File: config.mk
export PLATFORM = sky130hd
export DESIGN_NAME = multiplex_n_1_scan
export DESIGN_NICKNAME = d
export VERILOG_FILES = /design/src/rtl/multiplex_n_1_scan_pkg.sv /design/src/rtl/multiplex_next_ch.sv /design/src/rtl/multiplex_n_1_scan.sv
export SDC_FILE = /design/constraint.sdc
export NUM_CORES = 1
export LEC_CHECK = 0
export CAP_MARGIN = 20
export CORE_UTILIZATION = 30
export DETAILED_ROUTE_END_ITERATION = 6
export PLACE_DENSITY = 0.57
export SLEW_MARGIN = 40
export SYNTH_ARGS = -nofsm -noshare
export SYNTH_HDL_FRONTEND = slang
export SYNTH_HIERARCHICAL = 1
export SYNTH_SLANG_ARGS = --single-unit
export TNS_END_PERCENT = 30
File: constraint.sdc
create_clock -name clk -period 9.9 [get_ports clk]
set_input_delay 1.98 -clock clk [delete_from_list [all_inputs] [get_ports clk]]
set_output_delay 1.98 -clock clk [all_outputs]
set_load 0.02 [all_outputs]
File: src/rtl/multiplex_n_1_scan_pkg.sv
// Shared definitions for the N:1 scanning multiplexer: FSM state and mode encodings.
package multiplex_n_1_scan_pkg;

  typedef enum logic [1:0] {
    ST_IDLE   = 2'd0,
    ST_MANUAL = 2'd1,
    ST_WAIT   = 2'd2,
    ST_EMIT   = 2'd3
  } state_e;

  localparam logic MODE_MANUAL = 1'b0;
  localparam logic MODE_SCAN   = 1'b1;

endpackage

File: src/rtl/multiplex_next_ch.sv
// Rotating priority encoder: first set bit of mask strictly above ptr, wrapping.
// With ptr = N_CH-1 it yields the lowest set bit; ptr itself is found last.
module multiplex_next_ch #(
  parameter int unsigned N_CH  = 16,
  parameter int unsigned SEL_W = $clog2(N_CH)
) (
  input  logic [N_CH-1:0]  mask,
  input  logic [SEL_W-1:0] ptr,
  output logic [SEL_W-1:0] nxt,
  output logic             found
);

  always_comb begin
    int unsigned idx;
    nxt   = '0;
    found = 1'b0;
    idx   = 0;
    for (int unsigned k = 1; k <= N_CH; k++) begin
      idx = (32'(ptr) + k) % N_CH;
      if (!found && mask[idx[SEL_W-1:0]]) begin
        found = 1'b1;
        nxt   = idx[SEL_W-1:0];
      end
    end
  end

endmodule

File: src/rtl/multiplex_n_1_scan.sv
// N-channel W-bit multiplexer with a registered valid/ready output stage,
// selectable between manual channel select and an auto-scan of enabled channels.
module multiplex_n_1_scan
  import multiplex_n_1_scan_pkg::*;
#(
  parameter int unsigned N_CH    = 16,
  parameter int unsigned W       = 8,
  parameter int unsigned SEL_W   = $clog2(N_CH),
  parameter int unsigned DWELL_W = 8
) (
  input  logic                clk,
  input  logic                rst,
  input  logic [N_CH*W-1:0]   d,
  input  logic [SEL_W-1:0]    sel,
  input  logic                mode,
  input  logic                start,
  input  logic [DWELL_W-1:0]  dwell,
  input  logic [N_CH-1:0]     en_mask,
  output logic [W-1:0]        y,
  output logic [SEL_W-1:0]    y_ch,
  output logic                y_valid,
  input  logic                y_ready,
  output logic                busy
);

  state_e             state_q, state_d;
  logic [SEL_W-1:0]   ptr_q, ptr_d;
  logic [DWELL_W-1:0] cnt_q, cnt_d;
  logic [W-1:0]       y_q;
  logic [SEL_W-1:0]   ych_q;
  logic               yv_q;

  logic               slot_free;
  logic               load;
  logic [SEL_W-1:0]   src_idx;
  logic [W-1:0]       src_data;
  logic [SEL_W-1:0]   enc_ptr;
  logic [SEL_W-1:0]   enc_nxt;
  logic               enc_found;

  assign slot_free = !yv_q || y_ready;

  // In IDLE the encoder is seeded with the top index so it returns the lowest enabled channel.
  assign enc_ptr = (state_q == ST_IDLE) ? SEL_W'(N_CH - 1) : ptr_q;

  multiplex_next_ch #(
    .N_CH  (N_CH),
    .SEL_W (SEL_W)
  ) u_next_ch (
    .mask  (en_mask),
    .ptr   (enc_ptr),
    .nxt   (enc_nxt),
    .found (enc_found)
  );

  assign src_idx = (state_q == ST_MANUAL) ? sel : ptr_q;

  // Out-of-range indices (non power-of-two N_CH) read as zero.
  always_comb begin
    src_data = '0;
    for (int unsigned i = 0; i < N_CH; i++) begin
      if (32'(src_idx) == i) src_data = d[i*W +: W];
    end
  end

  always_comb begin
    state_d = state_q;
    ptr_d   = ptr_q;
    cnt_d   = cnt_q;
    load    = 1'b0;
    case (state_q)
      ST_IDLE: begin
        if (mode == MODE_MANUAL) begin
          state_d = ST_MANUAL;
        end else if (start && enc_found) begin
          state_d = ST_WAIT;
          ptr_d   = enc_nxt;
          cnt_d   = '0;
        end
      end
      ST_MANUAL: begin
        if (mode == MODE_SCAN) state_d = ST_IDLE;
        else if (slot_free)    load    = 1'b1;
      end
      ST_WAIT: begin
        if (mode == MODE_MANUAL || !enc_found) state_d = ST_IDLE;
        else if (cnt_q == dwell)               state_d = ST_EMIT;
        else                                   cnt_d   = cnt_q + 1'b1;
      end
      ST_EMIT: begin
        if (mode == MODE_MANUAL || !enc_found) begin
          state_d = ST_IDLE;
        end else if (slot_free) begin
          load    = 1'b1;
          ptr_d   = enc_nxt;
          cnt_d   = '0;
          state_d = ST_WAIT;
        end
      end
      default: state_d = ST_IDLE;
    endcase
  end

  always_ff @(posedge clk) begin
    if (rst) begin
      state_q <= ST_IDLE;
      ptr_q   <= '0;
      cnt_q   <= '0;
      y_q     <= '0;
      ych_q   <= '0;
      yv_q    <= 1'b0;
    end else begin
      state_q <= state_d;
      ptr_q   <= ptr_d;
      cnt_q   <= cnt_d;
      if (load) begin
        y_q   <= src_data;
        ych_q <= src_idx;
        yv_q  <= 1'b1;
      end else if (y_ready) begin
        yv_q  <= 1'b0;
      end
    end
  end

  assign y       = y_q;
  assign y_ch    = ych_q;
  assign y_valid = yv_q;
  assign busy    = (state_q == ST_WAIT) || (state_q == ST_EMIT);

endmodule

# After elaboration in Yosys (flattened, before gate mapping)
# Cells that the tools add are included.
dict set report classes {
  addsub 17
  magnitude_cmp 16
  n_eq_ne 29
  n_mux 108
  n_bitwise 1
  n_reduce_logical 44
}
# op n
set ops {}
lappend ops {{two-way mux 8 bit} 22}
lappend ops {{two-way mux 4 bit} 22}
lappend ops {{< comparator 4 x 5 -> 1 bit, second input constant} 16}
lappend ops {{binary-select mux 1 bit (select 4 bit)} 16}
lappend ops {{two-way mux 1 bit} 37}
lappend ops {{adder 4 bit, second input constant} 8}
lappend ops {{equality test 4 bit, second input constant} 8}
lappend ops {{case mux 8 bit (3 select lines)} 1}
lappend ops {{zero test 1 bit} 17}
lappend ops {{adder 4 x 3 -> 4 bit, second input constant} 4}
lappend ops {{equality test 4 x 3 -> 1 bit, second input constant} 4}
lappend ops {{logical AND 1 bit} 16}
lappend ops {{two-way mux 2 bit} 7}
lappend ops {{!= test 2 bit, second input constant} 6}
lappend ops {{adder 4 x 1 -> 4 bit, second input constant} 2}
lappend ops {{adder 4 x 2 -> 4 bit, second input constant} 2}
lappend ops {{adder 8 x 1 -> 8 bit, second input constant} 1}
lappend ops {{equality test 4 x 2 -> 1 bit, second input constant} 2}
lappend ops {{equality test 8 bit} 1}
lappend ops {{case mux 2 bit (4 select lines)} 1}
lappend ops {{case mux 4 bit (2 select lines)} 1}
lappend ops {{AND reduction 7 bit} 1}
lappend ops {{!= test 3 bit, second input constant} 2}
lappend ops {{AND reduction 5 bit} 1}
lappend ops {{13 further kinds} 17}
dict set report word_totals {
  reg_bits 27
  inputBits 161
}

# Longest topological paths before layout
dict set report logic_depth {
  depth_word 56
  ltp_mapped 24
  depth_no_buf 18
}

# Hierarchy
# The synthesis kept the hierarchy.
# mod instances cells_each area_per_inst_um2
set modules_own_cells {}
lappend modules_own_cells {multiplex_n_1_scan 1 358 2755.1}
lappend modules_own_cells {multiplex_next_ch 1 294 2531.2}

# Worst setup path after synthesis
# Ideal clock, no wire load.
dict set report synth_path {
  path_type {in2reg}
  startpoint {in en_mask[13]}
  endpoint {reg cnt_q[5]}
  setup_ns 0.121
  arrival_time_ns 5.219
  required_ns 9.779
  slack_ns 4.560
  stages 15
  cell_sequence {mux4_2 mux4_2 buf_2 nor4_4 nand3_4 nor3_1 nand2_1 and2_0 nand3_1 o21ai_1 a31o_2 buf_2 nand4_1 xor2_1 nor2_1}
}
dict set report synth_between {
  elab_chain_cells 52
  word_cells_on_any_way 85
}
# item line
set synth_lines {}
lappend synth_lines {{start, declared} multiplex_n_1_scan.sv:18} ;# input logic [N_CH-1:0] en_mask,
lappend synth_lines {{binary-select mux 1 bit (select 4 bit)} multiplex_next_ch.sv:20} ;# if (!found && mask[idx[SEL_W-1:0]]) begin
lappend synth_lines {{two-way mux 1 bit (not written as such)} multiplex_next_ch.sv:20}
lappend synth_lines {{two-way mux 1 bit} multiplex_next_ch.sv:20}
lappend synth_lines {{zero test 1 bit} multiplex_next_ch.sv:20}
lappend synth_lines {{logical AND 1 bit} multiplex_next_ch.sv:20}
lappend synth_lines {{two-way mux 1 bit} multiplex_next_ch.sv:20}
lappend synth_lines {{zero test 1 bit} multiplex_next_ch.sv:20}
lappend synth_lines {{logical AND 1 bit} multiplex_next_ch.sv:20}
lappend synth_lines {{(+37 left out)} n/a}
lappend synth_lines {{zero test 1 bit} multiplex_next_ch.sv:20}
lappend synth_lines {{logical AND 1 bit} multiplex_next_ch.sv:20}
lappend synth_lines {{two-way mux 1 bit *} multiplex_next_ch.sv:20}
lappend synth_lines {{named net enc_found} multiplex_n_1_scan.sv:39} ;# logic enc_found;
lappend synth_lines {{zero test 1 bit} {multiplex_n_1_scan.sv:86, multiplex_n_1_scan.sv:91}}
lappend synth_lines {{logical OR 1 bit} {multiplex_n_1_scan.sv:86, multiplex_n_1_scan.sv:91}}
lappend synth_lines {{!= test 2 bit (no line)} n/a}
lappend synth_lines {{AND reduction 7 bit (no line) *} n/a}
lappend synth_lines {{end signal, assigned} multiplex_n_1_scan.sv:115} ;# cnt_q <= cnt_d;
lappend synth_lines {{end, declared} multiplex_n_1_scan.sv:28} ;# logic [DWELL_W-1:0] cnt_q, cnt_d;
# The timed path passes the listed nets; every way through them passes the cells marked *. The select of a mux whose other input is x is not followed.
# A chain may end at the register's enable or synchronous reset.

# Final worst setup path
dict set report layout_path {
  startpoint {reg state_q[1]}
  endpoint {reg cnt_q[5]}
}
dict set report layout_between {
  elab_chain_cells 55
  word_cells_on_any_way 110
}
# item line
set layout_lines {}
lappend layout_lines {{start, declared} multiplex_n_1_scan.sv:26} ;# state_e state_q, state_d;
lappend layout_lines {{start signal, assigned} multiplex_n_1_scan.sv:113} ;# state_q <= state_d;
lappend layout_lines {{zero test 2 bit *} multiplex_n_1_scan.sv:44} ;# assign enc_ptr = (state_q == ST_IDLE) ? SEL_W'(N_CH - 1) : ptr_q;
lappend layout_lines {{two-way mux 4 bit *} multiplex_n_1_scan.sv:44}
lappend layout_lines {{named net enc_ptr[1]} multiplex_n_1_scan.sv:37} ;# logic [SEL_W-1:0] enc_ptr;
lappend layout_lines {{adder 4 x 1 -> 4 bit} multiplex_next_ch.sv:19} ;# idx = (32'(ptr) + k) % N_CH;
lappend layout_lines {{binary-select mux 1 bit (select 4 bit)} multiplex_next_ch.sv:20}
lappend layout_lines {{two-way mux 1 bit (not written as such)} multiplex_next_ch.sv:20}
lappend layout_lines {{two-way mux 1 bit} multiplex_next_ch.sv:20}
lappend layout_lines {{zero test 1 bit} multiplex_next_ch.sv:20}
lappend layout_lines {{(+41 left out)} n/a}
lappend layout_lines {{zero test 1 bit} multiplex_next_ch.sv:20}
lappend layout_lines {{logical AND 1 bit} multiplex_next_ch.sv:20}
lappend layout_lines {{two-way mux 1 bit *} multiplex_next_ch.sv:20}
lappend layout_lines {{named net enc_found} multiplex_n_1_scan.sv:39}
lappend layout_lines {{zero test 1 bit} {multiplex_n_1_scan.sv:86, multiplex_n_1_scan.sv:91}}
lappend layout_lines {{logical OR 1 bit} {multiplex_n_1_scan.sv:86, multiplex_n_1_scan.sv:91}}
lappend layout_lines {{!= test 2 bit (no line)} n/a}
lappend layout_lines {{AND reduction 7 bit (no line) *} n/a}
# Marks and branches as above.

==> Flow_metrics.wiki <==
{| class="wikitable"
! Metric !! Value
|-
| Port bufs || between 150 and 200
|-
| Arrival time reported for the critical path endpoint || around 6.4 ns
|-
| Number of antenna violations at the first check in global routing || 0
|-
| Total placed cells including tap cells || about 1000
|-
| Total routing resource utilization after global routing || 0.2214
|-
| Buffer depth of the longest clock path || 2
|-
| # Post-CTS Setup Buffers || 0
|-
| Root cell of the clock tree || sky130_fd_sc_hd__clkbuf_16
|-
| Pin slew with the least headroom to its limit || between 0.8 and 0.9 ns
|-
| Avg Inst Size Synth || between 8 and 9 sq um
|-
| Max Transition Viols Final || 0
|-
| Capturing element type of the critical path || flop
|-
| Count of flip-flops with a built-in enable after synthesis || 0
|-
| Placeable Area || between 0.015 and 0.02 sq mm
|-
| Register clock-pin slew on the reported worst setup and hold paths || 0.07 ns
|-
| Fraction of the yosys area taken by sequential cells || 0.1022
|-
| Highest net fanout along the worst path || 29
|-
| Final count of hold timing violations || 0
|-
| Deepest level of the CTS H-tree || 1
|-
| Weighted congestion reported at the end of routability-driven placement || about 0.9
|-
| Fraction of final layout cells sized beyond drive strength 1 || 0.1138
|-
| Number of buffers inserted for hold repair after clock tree synthesis || 0
|-
| Aggregate global routing overflow || 0
|-
| Die footprint || around 0.018 sq mm
|-
| Internal || 0.0005173 W
|-
| Total I/O pin count || approximately 180
|-
| Summed negative setup slack over all endpoints || 0 ns
|-
| Clk_skew || 0.002005 ns
|-
| Switching power || between 0.0005 and 0.0006 W
|-
| Switching portion of total power || 0.4965
|-
| Yosys synthesis warning count || 6
|-
| Filler-free cell count of the finished design || 1016
|-
| Met3 WL || 1446 um
|-
| Global-route wire length before repair || approximately 32000 um
|-
| Run status || completed
|-
| Vertical die dimension || ~130 um
|-
| Compound-cell area share of the yosys netlist || 0.2940
|-
| Share of synthesized cell area in full adder, half adder and majority cells || 0.02130
|-
| Worst stage delay on the critical path || between 0.9 and 1 ns
|-
| DR pass1 iterations || 6
|-
| Period Utilization, post-route || 0.6295
|-
| Startpoint class of the critical path || flop
|-
| Detailed-routed wire length on met2 || 9706 um
|-
| Routed wire per std cell || ~20 um
|-
| Rel. slew slack || 0.4363
|-
| Via count of the first global-routing pass || between 5000 and 6000
|-
| Vias post-DR || approximately 6000
|-
| Total wire length || 20590 um
|-
| Power density over the cells || about 140 mW/mm^2
|-
| Post-Synth XOR/XNOR Area || 0.04095
|-
| Type of the setup path with the least slack || flop to flop
|-
| Async S/R FF share, synth || 0
|-
| Combinational share of power || 0.785
|-
| Clock share of power || 0.092
|-
| Number of nets still failing antenna checks after routing || 0
|-
| Avg Vias per Cell || 5.814
|-
| Distinct cells, synth || 88
|-
| Synthesized-area fraction occupied by and/or/nand/nor cells || 0.1882
|-
| Total number of clock tree sinks || 27
|-
| Diodes inserted || 0
|-
| Max-capacitance violation count || 0
|-
| Sequence of cells on the critical path || nor2_1 > or2_2 > inv_1 > ha_1 > mux4_2 > mux2i_1 > mux2i_1 > nor4_4 > nand3_4 > nor3_1 > nand2_1 > and2_0 > nand3_1 > o21ai_1 > a31o_2 > nand4_1 > xor2_1 > nor2_1
|-
| Post-synthesis sequential element count || 27
|-
| Unrepaired setup endpoints after global routing || no
|-
| Synth-to-Final Area Change || 35.34%
|-
| TritonCTS clock tree || built
|-
| Worst path slowest cell || sky130_fd_sc_hd__ha_1
|-
| Commonest non-fill, non-tap cell in the layout || sky130_fd_sc_hd__clkdlybuf4s50_1
|-
| Initial DRC Count || between 500 and 600
|-
| Width of the die || around 130 um
|-
| Number of buffers inserted during clock tree synthesis || 3
|-
| Clock network latency to the later pin of the worst-skew pair || roughly 0.26 ns
|-
| Top cell type's share of synthesized area || 0.1193
|-
| Starting density of the core || 0.3067
|-
| Largest net degree at the start of global routing || 37
|-
| Classification of the worst-slack hold path || flop to flop
|-
| Max Clock Freq || about 0.16 GHz
|-
| Final-stage net count || between 900 and 1000
|-
| Library cell occupying the most area in the post-synthesis netlist || sky130_fd_sc_hd__mux4_2
|-
| Remaining DRCs || 0
|-
| Worst VDD drop || approximately 0.000071 V
|-
| Total half-perimeter wirelength after legalization and detailed placement || between 15000 and 20000 um
|-
| Top library cells by usage in the layout, fill and taps aside || sky130_fd_sc_hd__clkdlybuf4s50_1 (174), sky130_fd_sc_hd__nor2_1 (62), sky130_fd_sc_hd__nand2_1 (49), sky130_fd_sc_hd__mux2i_1 (47), sky130_fd_sc_hd__a21oi_1 (47)
|-
| Routed length on met1 || 9159 um
|-
| Final period demand of the worst path || about 6.2 ns
|-
| Topmost layer with routed signal wires || met4
|-
| Largest family of logic cells by synthesized area || compound AO/OA/AOI/OAI gates
|-
| # resized after CTS || 0
|-
| Post-Syn Area || about 0.0053 sq mm
|-
| Endpoint required time on the critical path || about 10 ns
|-
| Mux cell area share after synthesis || 0.2779
|-
| Ys flop type || sky130_fd_sc_hd__dfxtp_1
|-
| Final setup violating endpoints || 0
|-
| Leakage power || 2.534 nW
|-
| Mapped Nets || about 820
|-
| Row cnt || 48
|-
| Top cells by area in the synthesized netlist || sky130_fd_sc_hd__mux4_2 (12%), sky130_fd_sc_hd__dfxtp_1 (10%), sky130_fd_sc_hd__mux2i_1 (9.1%), sky130_fd_sc_hd__a21oi_1 (4.5%), sky130_fd_sc_hd__nor2_1 (4.4%)
|-
| Reg power frac || 0.124
|-
| Instance count of the mapped netlist || roughly 650
|}
-- power groups by stage --
stage	sequential, W	clock (W)	combinational (W)
5_1_grt	0.000129	0.000100	0.000864
3_3_place_gp	0.000129	0	0.000794
4_1_cts	0.000127	0.0000963	0.000789
3_5_place_dp	0.000129	0	0.000786
6_report	0.000127	0.0000944	0.000806
2_1_floorplan	0.000126	0	0.000566
-- layer usage --
| layer | global-route usage | vias to the layer above |
|---|---|---|
| li1 | - | 2826 |
| met1 | 0.3139 | 2802 |
| met2 | 0.3603 | 261 |
| met3 | 0.02965 | 18 |
| met4 | 0.03745 | 0 |
| met5 | 0 | - |
-- sequential cells by signal, indices dropped and copies added, names as in the netlist --
signal / count
cnt_q: 8
ptr_q: 4
state_q: 2
y: 8
y_ch: 4
y_valid: 1
-- cells in the mapped netlist (9+ instances only) --
library cell / number
sky130_fd_sc_hd__a21oi_1: 48
sky130_fd_sc_hd__a22oi_1: 16
sky130_fd_sc_hd__a31oi_1: 12
sky130_fd_sc_hd__buf_2: 11
sky130_fd_sc_hd__buf_6: 11
sky130_fd_sc_hd__clkbuf_1: 15
sky130_fd_sc_hd__dfxtp_1: 27
sky130_fd_sc_hd__ha_1: 9
sky130_fd_sc_hd__inv_1: 13
sky130_fd_sc_hd__mux2_2: 13
sky130_fd_sc_hd__mux2i_1: 48
sky130_fd_sc_hd__mux4_2: 28
sky130_fd_sc_hd__nand2_1: 49
sky130_fd_sc_hd__nand2b_1: 10
sky130_fd_sc_hd__nand3_1: 16
sky130_fd_sc_hd__nor2_1: 62
sky130_fd_sc_hd__nor3_1: 14
sky130_fd_sc_hd__o21ai_0: 44
sky130_fd_sc_hd__o22ai_1: 23
sky130_fd_sc_hd__xor2_1: 17
-- cells by family (layout without fill, tap and decap cells) --
logic type | Yosys count | in the layout
AOI/OAI and AO/OA | 229 | 229
DFF | 27 | 27
buffers and inverters | 64 | 203
xor gates and xnor gates | 23 | 23
muxes | 101 | 101
adders and majority gates | 9 | 9
and+or+nand+nor | 199 | 199
-- layout make-up --
cell class	count	area, sq um
repair buffers	182	1805
flip-flops and latches	27	540.5
multi-input cells	561	4375
inverters	17	68.82
clock inverters	1	7.507
well taps	225	281.5
clock buffers	3	75.07
fillers	1751	10080
-- final timing paths --
kind,from,endpoint,slack (ns),cells past startpoint
max,state_q[1],cnt_q[5],3.67,18
min,y[6],y[6],0.50,2
max reg2reg,state_q[1],cnt_q[5],3.67,18
min reg2reg,y[6],y[6],0.50,2
-- metrics by stage --
step / hold slack, ns / setup WS [ns] / instance area [sq um] / power [W] / utilization
after detailed placement: 0.4987 / 3.683 / 7068 / 0.0009153 / 0.4101
after CTS: 0.5078 / 3.796 / 7151 / 0.001013 / 0.4149
after global placement: 0.4834 / 3.779 / 7039 / 0.0009234 / 0.4084
final: 0.5050 / 3.668 / 7154 / 0.001027 / 0.4151
after global routing: 0.5350 / 3.167 / 7154 / 0.001092 / 0.4151
after floorplan: 0.4682 / 4.560 / 5286 / 0.0006924 / -
-- critical path: cells and delay by family (launching register included) --
| kind | cells | cell delay [ns] |
|---|---|---|
| AND/OR/NAND/NOR | 10 | 2.54 |
| flip-flops | 1 | 0.45 |
| XOR/XNOR | 1 | 0.16 |
| adder cells (fa/ha/maj) | 1 | 0.94 |
| AO/OA/AOI/OAI | 2 | 0.59 |
| buffers and inverters | 1 | 0.37 |
| multiplexers | 3 | 1.05 |
Power figures use the tool's default switching activity.
